**src/rtl/rv_arb_pkg.sv**
```systemverilog
// Shared types and reset constants for the unified memory port arbiter.
// RV_ARB_RR_EN selects round-robin arbitration in rv_mem_arb.
package rv_arb_pkg;

  typedef enum logic {
    ARB_IDLE    = 1'b0,
    ARB_RD_WAIT = 1'b1
  } arb_state_t;

  typedef enum logic {
    OWN_CORE = 1'b0,
    OWN_EXT  = 1'b1
  } arb_owner_t;

  localparam arb_state_t STATE_RST    = ARB_IDLE;
  localparam arb_owner_t OWNER_RST    = OWN_CORE;
  localparam arb_owner_t LAST_WIN_RST = OWN_EXT;

  // Bit 0 is the core grant, bit 1 the external grant.
  function automatic logic [1:0] grantVec(input arb_owner_t winner);
    return (winner == OWN_EXT) ? 2'b10 : 2'b01;
  endfunction

endpackage

```
**src/rtl/rv_mem_arb_if.sv**
```systemverilog
// Requester handshakes plus the memory port of the arbiter.
// The slave modport is the arbiter's view; master is the requesters/memory side.
interface rv_mem_arb_if #(
  parameter int ADDR_W = 32,
  parameter int DATA_W = 32
);

  logic              core_req;
  logic              core_we;
  logic [ADDR_W-1:0] core_addr;
  logic [DATA_W-1:0] core_wdata;
  logic              core_gnt;
  logic              core_rvalid;

  logic              ext_req;
  logic              ext_we;
  logic [ADDR_W-1:0] ext_addr;
  logic [DATA_W-1:0] ext_wdata;
  logic              ext_gnt;
  logic              ext_rvalid;

  logic [DATA_W-1:0] rdata;

  logic              mem_en;
  logic              mem_we;
  logic [ADDR_W-1:0] mem_addr;
  logic [DATA_W-1:0] mem_wdata;
  logic [DATA_W-1:0] mem_rdata;

  modport slave (
    input  core_req, core_we, core_addr, core_wdata,
    output core_gnt, core_rvalid,
    input  ext_req, ext_we, ext_addr, ext_wdata,
    output ext_gnt, ext_rvalid,
    output rdata,
    output mem_en, mem_we, mem_addr, mem_wdata,
    input  mem_rdata
  );

  modport master (
    output core_req, core_we, core_addr, core_wdata,
    input  core_gnt, core_rvalid,
    output ext_req, ext_we, ext_addr, ext_wdata,
    input  ext_gnt, ext_rvalid,
    input  rdata,
    input  mem_en, mem_we, mem_addr, mem_wdata,
    output mem_rdata
  );

endinterface

```
**src/rtl/rv_arb_pick.sv**
```systemverilog
// Combinational winner selection; grants only in IDLE and only while enabled.
// i_extBias means "ext wins contention": wait saturation, or core won last (RV_ARB_RR_EN).
module rv_arb_pick
  import rv_arb_pkg::*;
(
  input  logic       i_enable,
  input  logic       i_coreReq,
  input  logic       i_extReq,
  input  logic       i_extBias,
  input  arb_state_t i_state,
  output logic [1:0] o_gnt,
  output arb_owner_t o_winner
);

  always_comb begin
    o_gnt    = 2'b00;
    o_winner = OWN_CORE;
    if (i_enable && (i_state == ARB_IDLE) && (i_coreReq || i_extReq)) begin
      if (i_extReq && (!i_coreReq || i_extBias)) begin
        o_winner = OWN_EXT;
      end else begin
        o_winner = OWN_CORE;
      end
      o_gnt = grantVec(o_winner);
    end
  end

endmodule

```
**src/rtl/rv_mem_arb.sv**
```systemverilog
// Two-requester arbiter for the unified memory port of the multicycle RISC-V model.
// Define RV_ARB_RR_EN for round-robin; otherwise fixed core priority with a starvation guard.
module rv_mem_arb
  import rv_arb_pkg::*;
#(
  parameter int ADDR_W   = 32,
  parameter int DATA_W   = 32,
  parameter int MAX_WAIT = 8
) (
  input  logic            clk,
  input  logic            rst_n,
  rv_mem_arb_if.slave     bus
);

  arb_state_t r_state;
  arb_state_t w_nextState;
  arb_owner_t r_owner;
  arb_owner_t w_winner;
  logic [1:0] w_gnt;
  logic       w_extBias;
  logic       w_winWe;

  rv_arb_pick u_pick (
    .i_enable  (rst_n),
    .i_coreReq (bus.core_req),
    .i_extReq  (bus.ext_req),
    .i_extBias (w_extBias),
    .i_state   (r_state),
    .o_gnt     (w_gnt),
    .o_winner  (w_winner)
  );

  assign w_winWe = (w_winner == OWN_EXT) ? bus.ext_we : bus.core_we;

`ifdef RV_ARB_RR_EN
  arb_owner_t r_lastWin;

  always_ff @(posedge clk or negedge rst_n) begin
    if (!rst_n) begin
      r_lastWin <= LAST_WIN_RST;
    end else if (|w_gnt) begin
      r_lastWin <= w_winner;
    end
  end

  assign w_extBias = (r_lastWin == OWN_CORE);
`else
  localparam int CNT_W = $clog2(MAX_WAIT + 1);
  localparam logic [CNT_W-1:0] WAIT_SAT = CNT_W'(MAX_WAIT);

  logic [CNT_W-1:0] r_waitCnt;

  // Counts cycles the external side has been left waiting; saturation forces its grant.
  always_ff @(posedge clk or negedge rst_n) begin
    if (!rst_n) begin
      r_waitCnt <= '0;
    end else if (!bus.ext_req || w_gnt[1]) begin
      r_waitCnt <= '0;
    end else if (r_waitCnt != WAIT_SAT) begin
      r_waitCnt <= r_waitCnt + 1'b1;
    end
  end

  assign w_extBias = (r_waitCnt == WAIT_SAT);
`endif

  always_ff @(posedge clk or negedge rst_n) begin
    if (!rst_n) begin
      r_state <= STATE_RST;
      r_owner <= OWNER_RST;
    end else begin
      r_state <= w_nextState;
      if ((|w_gnt) && !w_winWe) begin
        r_owner <= w_winner;
      end
    end
  end

  always_comb begin
    w_nextState     = r_state;
    bus.core_gnt    = w_gnt[0];
    bus.ext_gnt     = w_gnt[1];
    bus.core_rvalid = 1'b0;
    bus.ext_rvalid  = 1'b0;
    bus.rdata       = '0;
    bus.mem_en      = 1'b0;
    bus.mem_we      = 1'b0;
    bus.mem_addr    = '0;
    bus.mem_wdata   = '0;
    case (r_state)
      ARB_IDLE: begin
        if (|w_gnt) begin
          bus.mem_en = 1'b1;
          bus.mem_we = w_winWe;
          if (w_winner == OWN_EXT) begin
            bus.mem_addr  = bus.ext_addr;
            bus.mem_wdata = bus.ext_wdata;
          end else begin
            bus.mem_addr  = bus.core_addr;
            bus.mem_wdata = bus.core_wdata;
          end
          if (!w_winWe) begin
            w_nextState = ARB_RD_WAIT;
          end
        end
      end
      ARB_RD_WAIT: begin
        bus.rdata       = bus.mem_rdata;
        bus.core_rvalid = (r_owner == OWN_CORE);
        bus.ext_rvalid  = (r_owner == OWN_EXT);
        w_nextState     = ARB_IDLE;
      end
      default: begin
        w_nextState = ARB_IDLE;
      end
    endcase
  end

endmodule

```
**src/flat_wrapper.sv**
```systemverilog
// flat-port wrapper written by rule: the top's interface ports become plain ports
module rv_mem_arb_flat import rv_arb_pkg::*;
#(
  parameter int ADDR_W   = 32,
  parameter int DATA_W   = 32,
  parameter int MAX_WAIT = 8
)
  (clk, rst_n, bus_core_req, bus_core_we, bus_core_addr, bus_core_wdata, bus_core_gnt, bus_core_rvalid, bus_ext_req, bus_ext_we, bus_ext_addr, bus_ext_wdata, bus_ext_gnt, bus_ext_rvalid, bus_rdata, bus_mem_en, bus_mem_we, bus_mem_addr, bus_mem_wdata, bus_mem_rdata);
  rv_mem_arb_if #(.ADDR_W(ADDR_W), .DATA_W(DATA_W)) bus_i ();
  input  logic clk;
  input  logic rst_n;
  input wire logic [$bits(bus_i.core_req)-1:0] bus_core_req;
  input wire logic [$bits(bus_i.core_we)-1:0] bus_core_we;
  input wire logic [$bits(bus_i.core_addr)-1:0] bus_core_addr;
  input wire logic [$bits(bus_i.core_wdata)-1:0] bus_core_wdata;
  output wire logic [$bits(bus_i.core_gnt)-1:0] bus_core_gnt;
  output wire logic [$bits(bus_i.core_rvalid)-1:0] bus_core_rvalid;
  input wire logic [$bits(bus_i.ext_req)-1:0] bus_ext_req;
  input wire logic [$bits(bus_i.ext_we)-1:0] bus_ext_we;
  input wire logic [$bits(bus_i.ext_addr)-1:0] bus_ext_addr;
  input wire logic [$bits(bus_i.ext_wdata)-1:0] bus_ext_wdata;
  output wire logic [$bits(bus_i.ext_gnt)-1:0] bus_ext_gnt;
  output wire logic [$bits(bus_i.ext_rvalid)-1:0] bus_ext_rvalid;
  output wire logic [$bits(bus_i.rdata)-1:0] bus_rdata;
  output wire logic [$bits(bus_i.mem_en)-1:0] bus_mem_en;
  output wire logic [$bits(bus_i.mem_we)-1:0] bus_mem_we;
  output wire logic [$bits(bus_i.mem_addr)-1:0] bus_mem_addr;
  output wire logic [$bits(bus_i.mem_wdata)-1:0] bus_mem_wdata;
  input wire logic [$bits(bus_i.mem_rdata)-1:0] bus_mem_rdata;
  assign bus_i.core_req = bus_core_req;
  assign bus_i.core_we = bus_core_we;
  assign bus_i.core_addr = bus_core_addr;
  assign bus_i.core_wdata = bus_core_wdata;
  assign bus_core_gnt = bus_i.core_gnt;
  assign bus_core_rvalid = bus_i.core_rvalid;
  assign bus_i.ext_req = bus_ext_req;
  assign bus_i.ext_we = bus_ext_we;
  assign bus_i.ext_addr = bus_ext_addr;
  assign bus_i.ext_wdata = bus_ext_wdata;
  assign bus_ext_gnt = bus_i.ext_gnt;
  assign bus_ext_rvalid = bus_i.ext_rvalid;
  assign bus_rdata = bus_i.rdata;
  assign bus_mem_en = bus_i.mem_en;
  assign bus_mem_we = bus_i.mem_we;
  assign bus_mem_addr = bus_i.mem_addr;
  assign bus_mem_wdata = bus_i.mem_wdata;
  assign bus_i.mem_rdata = bus_mem_rdata;
  rv_mem_arb #(.ADDR_W(ADDR_W), .DATA_W(DATA_W), .MAX_WAIT(MAX_WAIT)) u_core (.clk(clk), .rst_n(rst_n), .bus(bus_i));
endmodule
```
**config.mk**
```make
export PLATFORM = sky130hd
export DESIGN_NAME = rv_mem_arb_flat
export DESIGN_NICKNAME = d
export VERILOG_FILES = /design/src/rtl/rv_arb_pkg.sv /design/src/rtl/rv_mem_arb_if.sv /design/src/rtl/rv_arb_pick.sv /design/src/rtl/rv_mem_arb.sv /design/src/flat_wrapper.sv
export SDC_FILE = /design/constraint.sdc
export NUM_CORES = 1
export LEC_CHECK = 0
export ABC_CLOCK_PERIOD_IN_PS = 2300
export CORE_MARGIN = 8
export CORE_UTILIZATION = 25
export DETAILED_ROUTE_END_ITERATION = 7
export PLACE_DENSITY = 0.93
export SETUP_SLACK_MARGIN = 0.1
export SLEW_MARGIN = 20
export SYNTH_ARGS = -nofsm -noshare
export SYNTH_HDL_FRONTEND = slang
export SYNTH_SLANG_ARGS = --single-unit
export TNS_END_PERCENT = 100
```
**constraint.sdc**
```tcl
create_clock -name clk -period 2.3 [get_ports clk]
set_clock_uncertainty 0.05 [all_clocks]
set_input_delay 0.46 -clock clk [delete_from_list [all_inputs] [get_ports clk]]
set_output_delay 0.46 -clock clk [all_outputs]
set_load 0.01 [all_outputs]
```
==> results.txt, run 1 <==
largest net degree at the start of global routing - 36
routed len/inst - 19.3 um
RSZ-0062 raised after global routing - true
number of global-route vias before repair - 3675
Avg Inst Size Synth - 6.17 um^2
Synth async-reset ratio - 100%
Arr. time, crit path - 1.73 ns
Clk Tree Root Cell - clkbuf_8
deepest clock path buffer count - 2
antenna violations before repair - 0
Via density - 5.09
FF-to-FF Start - u_core.r_waitCnt[0]
Seq/Total Area, Yosys - 7.93%
Synth-to-Final Area Change - 162%
Max Freq - 447 MHz
R2R cell count - 8
H-tree levels - 1
Final period util - 97.4%
maximum VDD drop - 0.156 mV
Slew @ Worst Pin - 0.256 ns
gr usage total - 22.9%
FILL cells - 596
Crit Path Class - flip-flop to output port
Inserted Clock Buffers - 3
Critical Path RT - 1.79 ns
fin. max-slew vios - 0
Setup crit start kind - flip-flop
initial drt markers - 132
share of cells above drive strength 1 - 28.1%
Hold Fails Final Rpt - 0
Max-slew headroom - 82.9%
die area - 10600 um^2
ANT cells - 0
CTS tree - yes
Worst R2R End - u_core.r_state
final net count - 757
worst-path fanout max - 17
Clock transition at path regs - 0.04 ns
Post-DP Area - 4820 um^2
Final ANT Viol Nets - 0
Max-Cap Viols - 0
grt ovf - 0
Synth Instances - 307
commonest cells in the netlist - nand2_1 (69), nand4_1 (61), o21ai_0 (35), and2_1 (33), o21ai_2 (26)
core area - 7290 um^2
DP Wirelength - 10.2 mm
Syn Nets - 475
# DRC - 0
PnR worst setup slack - 0.0609 ns
cell taking the most area after synthesis - nand4_1
# IOs - 268
status - completed
CP endpoint kind - output port
PD cells - 251 nW/um^2
gp weighted congestion - 0.824
Port-buffer cells - 267
Yosys warning count - 0
Tmin final - 2.24 ns
most instantiated library cell after synthesis - nand2_1
Synth area leaders - nand4_1 (20%), nand2_1 (14%), o21ai_2 (12%)
# rows - 31
Synth Flop Type - dfrtp_1
die height - 103 um
share of the synthesized area in the top cell type - 20.1%
setup violators final - 0
Worst-Skew Late Latency - 0.23 ns
vias - 3490
Synth cell types - 34
synthesized cell area - 1890 um^2
first-pass GRT wire length - 19.2 mm
Routed WL - 13.3 mm
R2R setup slack - 0.64 ns
cts hold-fix bufs - 0
die extent in x - 103 um
DR pass1 iterations - 5
Post-synth EDFFs - 0
FF+latch count, synth - 6
Worst Hold Class - primary input to async pin
post-place setup slack - -0.535 ns
Starting Density - 26.0%
design area - 4960 um^2
LEAKAGE - 0.00212 uW
clk sinks - 6
==> cells by family (layout without fill, tap and decap cells) <==
logic type | after synthesis | in the layout | share of synthesized area [%]
compound gates | 77 | 77 | 28.2
xor+xnor | 2 | 2 | 0.925
fa+ha+maj | 2 | 2 | 1.32
buf+inv | 45 | 325 | 12.4
flops | 6 | 6 | 7.93
simple gates | 175 | 175 | 49.2
==> final cells by class <==
type,count,area (um^2),area share [%]
tap,99,124,2.50
multi-input combinational,256,1580,31.9
sequential,6,150,3.03
timing repair buffer,316,3040,61.3
inverter,6,22.5,0.454
clock buffer,3,41.3,0.833
==> stage by stage <==
stage | instances | utilization (%) | total power [uW] | TNS (ns) | hold slack (ns)
6_report | 686 | 68.0 | 1240 | 0 | 0.232
5_1_grt | 686 | 68.0 | 1310 | 0 | 0.256
4_1_cts | 685 | 67.5 | 1230 | 0 | 0.238
3_5_place_dp | 666 | 66.1 | 1010 | -29.86 | 0.476
3_3_place_gp | 666 | 66.1 | 991 | -28.55 | 0.459
2_1_floorplan | 307 | - | 430 | 0 | 0.114
==> worst max-delay path by stage <==
stage,to,start,slack [ns]
after floorplan,bus_mem_we,u_core.r_waitCnt[0],0.35
after global placement,bus_mem_addr[12],rst_n,-0.49
after detailed placement,bus_mem_addr[3],rst_n,-0.54
after CTS,bus_mem_addr[22],u_core.r_waitCnt[1],0.02
after global routing,bus_mem_wdata[29],u_core.r_waitCnt[0],0.01
final,bus_mem_wdata[1],u_core.r_waitCnt[0],0.06
==> layer usage <==
| layer | wire [um] | part of all wire (%) | track usage, % |
|---|---|---|---|
| met5 | 0 | 0 | 0 |
| met2 | 6870 | 52 | 42.4 |
| met3 | 1570 | 12 | 7.77 |
| met1 | 4570 | 34 | 23.5 |
| met4 | 242 | 1.8 | 7.45 |
==> placed cells by master (no fill, tap or decap), types with 2 or more instances in the layout <==
master,n
clkdlybuf4s50_1,196
nand2_1,69
buf_2,66
nand4_1,61
o21ai_2,36
and2_1,33
buf_4,27
o21ai_1,25
buf_12,13
buf_16,8
dfrtp_1,6
inv_1,4
a21oi_1,3
nand3_1,3
clkbuf_8,3
dlygate4sd2_1,3
inv_2,2
nor2_1,2
o22ai_1,2
a211oi_1,2
o211ai_1,2
==> repair_timing <==
item / 4_1_cts / 5_1_grt
pin swaps: 4 / 5
buffers inserted: 9 / 2
endpoints found under the setup margin: 68 / 71
resized for setup: 322 / 30
gates cloned: 7 / 0
==> power by group <==
part | internal, uW | switching (uW)
clock | 113 | 50.0
sequential | 115 | 7.72
combinational | 570 | 388
total | 797 | 446
==> state kept, by name, indices dropped and copies added (netlist names) <==
signal	cells
u_core.r_waitCnt	4
u_core.r_state	1
u_core.r_owner	1
==> worst max-delay path: stages, from the launching register on <==
cell and delay [ns]:
dfrtp_1 0.38, inv_2 0.08, ha_4 0.13, and3b_4 0.21, o21ai_4 0.06, buf_12 0.15
buf_12 0.15, o21ai_1 0.16, buf_2 0.17
(Power assumes the default switching activity.)
==> inputs of run 2 (changes only) <==
--- a/config.mk
+++ b/config.mk
@@ -5,14 +5,16 @@
 export SDC_FILE = /design/constraint.sdc
 export NUM_CORES = 1
 export LEC_CHECK = 0
+export ABC_AREA = 1
 export ABC_CLOCK_PERIOD_IN_PS = 2300
 export CORE_MARGIN = 8
 export CORE_UTILIZATION = 25
 export DETAILED_ROUTE_END_ITERATION = 7
-export PLACE_DENSITY = 0.93
+export PLACE_DENSITY = 0.91
 export SETUP_SLACK_MARGIN = 0.1
 export SLEW_MARGIN = 20
 export SYNTH_ARGS = -nofsm -noshare
 export SYNTH_HDL_FRONTEND = slang
+export SYNTH_HIERARCHICAL = 1
 export SYNTH_SLANG_ARGS = --single-unit
 export TNS_END_PERCENT = 100
==> results.txt, run 2 <==
die height - 105 um (was 103 um)
Starting Density - 25.7% (was 26.0%)
grt peak-use layer - met2 (unchanged)
clk sinks - 6 (unchanged)
Via density - 4.68 (was 5.09)
FILL cells - 478 (was 596)
first-pass GRT wire length - 20.7 mm (was 19.2 mm)
cts hold-fix bufs - 0 (unchanged)
synthesized cell area - 1990 um^2 (was 1890 um^2)
Final period util - 120% (was 97.4%)
Slew @ Worst Pin - 0.401 ns (was 0.256 ns)
Worst-Skew Late Latency - 0.23 ns (about the same)
Routed WL - 16.8 mm (was 13.3 mm)
placed cells - 826 (was 666)
DP Wirelength - 9.82 mm (was 10.2 mm)
fin. max-slew vios - 0 (unchanged)
Arr. time, crit path - 2.24 ns (was 1.73 ns)
Post-DP Area - 4850 um^2 (was 4820 um^2)
status - finished, violations left (was completed)
Synth-to-Final Area Change - 208% (was 162%)
antenna violations before repair - 0 (unchanged)
most instantiated library cell after synthesis - nand2_1 (unchanged)
CTS tree - yes (unchanged)
Port-buffer cells - 267 (unchanged)
Max Freq - 364 MHz (was 447 MHz)
Worst R2R End - u_core/r_owner (was u_core.r_state)
Setup crit start kind - flip-flop (unchanged)
gp weighted congestion - 0.834 (was 0.824)
final net count - 946 (was 757)
Tmin final - 2.75 ns (was 2.24 ns)
met3 Track Usage GR - 6.76% (was 7.77%)
gr usage total - 23.0% (was 22.9%)
most frequent cells in the layout - nand2_1 (218), clkdlybuf4s50_1 (198), buf_6 (69) (was clkdlybuf4s50_1 (196), nand2_1 (69), buf_2 (66))
design area - 6110 um^2 (was 4960 um^2)
maximum VDD drop - 0.140 mV (was 0.156 mV)
R2R cell count - 16 (was 8)
FF+latch count, synth - 6 (unchanged)
setup violators final - 68 (was 0)
worst-path fanout max - 7 (was 17)
Crit Path Class - flip-flop to output port (unchanged)
Final ANT Viol Nets - 0 (unchanged)
number of global-route vias before repair - 4175 (was 3675)
commonest cells in the netlist - nand2_1 (301), inv_1 (107), buf_2 (18), nor2_1 (10) (was nand2_1 (69), nand4_1 (61), o21ai_0 (35), and2_1 (33), o21ai_2 (26))
flip-flop and latch area - 150 um^2 (unchanged)
met2 usage - 45.7% (was 42.4%)
# rows - 32 (was 31)
core area - 7730 um^2 (was 7290 um^2)
Seq/Total Area, Yosys - 7.56% (was 7.93%)
Max-slew headroom - 73.2% (was 82.9%)
die area - 11100 um^2 (was 10600 um^2)
Hold Fails Final Rpt - 0 (unchanged)
Largest register FFs - 4 (unchanged)
R2R setup slack - 0.23 ns (was 0.64 ns)
Yosys warning count - 6 (was 0)
most common cell after layout, fill and taps aside - nand2_1 (was clkdlybuf4s50_1)
Worst Hold Class - primary input to async pin (unchanged)
FF-to-FF Start - u_core/r_waitCnt[1] (was u_core.r_waitCnt[0])
share of cells above drive strength 1 - 36.2% (was 28.1%)
post-place setup slack - -0.722 ns (was -0.535 ns)
initial drt markers - 198 (was 132)
Syn Nets - 635 (was 475)
PD cells - 278 nW/um^2 (was 251 nW/um^2)
Avg Inst Size Synth - 4.25 um^2 (was 6.17 um^2)
Synth Instances - 467 (was 307)
Synth async-reset ratio - 100% (unchanged)
Clk Tree Root Cell - clkbuf_8 (unchanged)
Non-Filler Instances - 878 (was 686)
failing checks - setup timing
vias - 4109 (was 3490)
# IOs - 268 (unchanged)
Clock transition at path regs - 0.04 ns (about the same)
die extent in x - 105 um (was 103 um)
Max-Cap Viols - 0 (unchanged)
Setup TNS - -23.24 ns (was 0 ns)
Largest regs - u_core/r_waitCnt x4, u_core/r_owner x1, u_core/r_state x1 (was u_core.r_waitCnt x4, u_core.r_owner x1, u_core.r_state x1)
Critical Path RT - 1.79 ns (about the same)
met1 Use GR - 20.9% (was 23.5%)
DR pass1 iterations - 4 (was 5)
Post-synth EDFFs - 0 (unchanged)
Synth area leaders - nand2_1 (57%), inv_1 (20%), dfrtp_1 (7.6%) (was nand4_1 (20%), nand2_1 (14%), o21ai_2 (12%))
Hold WS - 0.488 ns (was 0.232 ns)
Synth cell types - 16 (was 34)
# DRC - 0 (unchanged)
cell taking the most area after synthesis - nand2_1 (was nand4_1)
Synth Flop Type - dfrtp_1 (unchanged)
H-tree levels - 1 (unchanged)
Inserted Clock Buffers - 3 (unchanged)
LEAKAGE - 0.00359 uW (was 0.00212 uW)
multi-input logic area - 1690 um^2 (was 1580 um^2)
CP endpoint kind - output port (unchanged)
RSZ-0062 raised after global routing - true (unchanged)
routed len/inst - 19.1 um (was 19.3 um)
ANT cells - 0 (unchanged)
grt ovf - 0 (unchanged)
largest reg by FF count - u_core/r_waitCnt (was u_core.r_waitCnt)
share of the synthesized area in the top cell type - 56.9% (was 20.1%)
deepest clock path buffer count - 2 (unchanged)
PnR worst setup slack - -0.451 ns (was 0.0609 ns)
largest net degree at the start of global routing - 36 (unchanged)
[run 2: cell types whose count changed after synthesis, moves of 3 or more]
cell,previous run,this run
nand2_1,69,301
inv_1,6,107
nand4_1,61,0
and2_1,33,1
o21ai_0,35,3
o21ai_2,26,0
clkbuf_1,17,2
buf_2,10,18
nor2_1,2,10
clkbuf_2,4,0
nand3_1,3,6
o22ai_1,3,0
[run 2: cell families after synthesis]
| group | after synthesis | share of synthesized area, % |
|---|---|---|
| flip-flops | 6 | 7.56 |
| XOR/XNOR | 1 | 0.441 |
| buffers and inverters | 135 | 28.5 |
| adder cells (fa/ha/maj) | 2 | 1.26 |
| AO/OA/AOI/OAI | 4 | 1.01 |
| AND/OR/NAND/NOR | 319 | 61.2 |
[run 2: layout make-up]
cell class	instances	area share (%)
clock buffers	3	0.676
inverters	109	6.94
well taps	102	2.09
multi-input cells	326	27.6
repair inverters	1	0.143
repair buffers	331	60.1
flip-flops and latches	6	2.46
[run 2: critical path, cell delays in order (launching register included)]
cell and delay [ns]:
dfrtp_1 0.39, inv_2 0.08, ha_4 0.15, nand2_4 0.05, nor2_4 0.10, inv_2 0.05, nand2_4 0.07, nand2_4 0.05
nor2_4 0.11, buf_4 0.13, buf_8 0.12, clkinv_8 0.09, buf_12 0.15, nand2_1 0.12, nand2_2 0.10, nand2_4 0.08
inv_2 0.04, buf_6 0.11
[run 2: how the worst max path moves through the flow]
stage	slack, ns	to	cells after the start	from
after CTS	-0.50	bus_mem_we	16	u_core/r_waitCnt[0]
final	-0.45	bus_mem_wdata[12]	17	u_core/r_waitCnt[1]
after detailed placement	-0.72	bus_mem_we	9	rst_n
after floorplan	0.03	bus_mem_addr[11]	15	u_core/r_waitCnt[0]
after global placement	-0.68	bus_mem_wdata[26]	12	bus_core_req
after global routing	-0.53	bus_mem_wdata[10]	17	u_core/r_waitCnt[0]
[run 2: where the power goes]
group          switching, uW  internal, uW
Clock                   52.2           113
Combinational            609           804
Sequential              6.97           114
[run 2: timing repair]
action | in CTS | in global routing
endpoints found under the setup margin | 68 | 80
pin swaps | 4 | 5
resized for setup | 333 | 174
buffers inserted | 20 | 7
cloned | 8 | 14
[run 2: metal layers]
metal  vias to the layer above  share of wire, %
li1                       1911                 -
met1                      1897                33
met2                       251                55
met3                        50               8.3
met4                         0               4.2
met5                         -                 0
[run 2: per-stage QoR]
stage,util [%],power (uW)
6_report,79.1,1700
5_1_grt,79.1,1790
4_1_cts,69.7,1420
3_5_place_dp,62.7,1080
3_3_place_gp,62.7,1060
2_1_floorplan,-,478
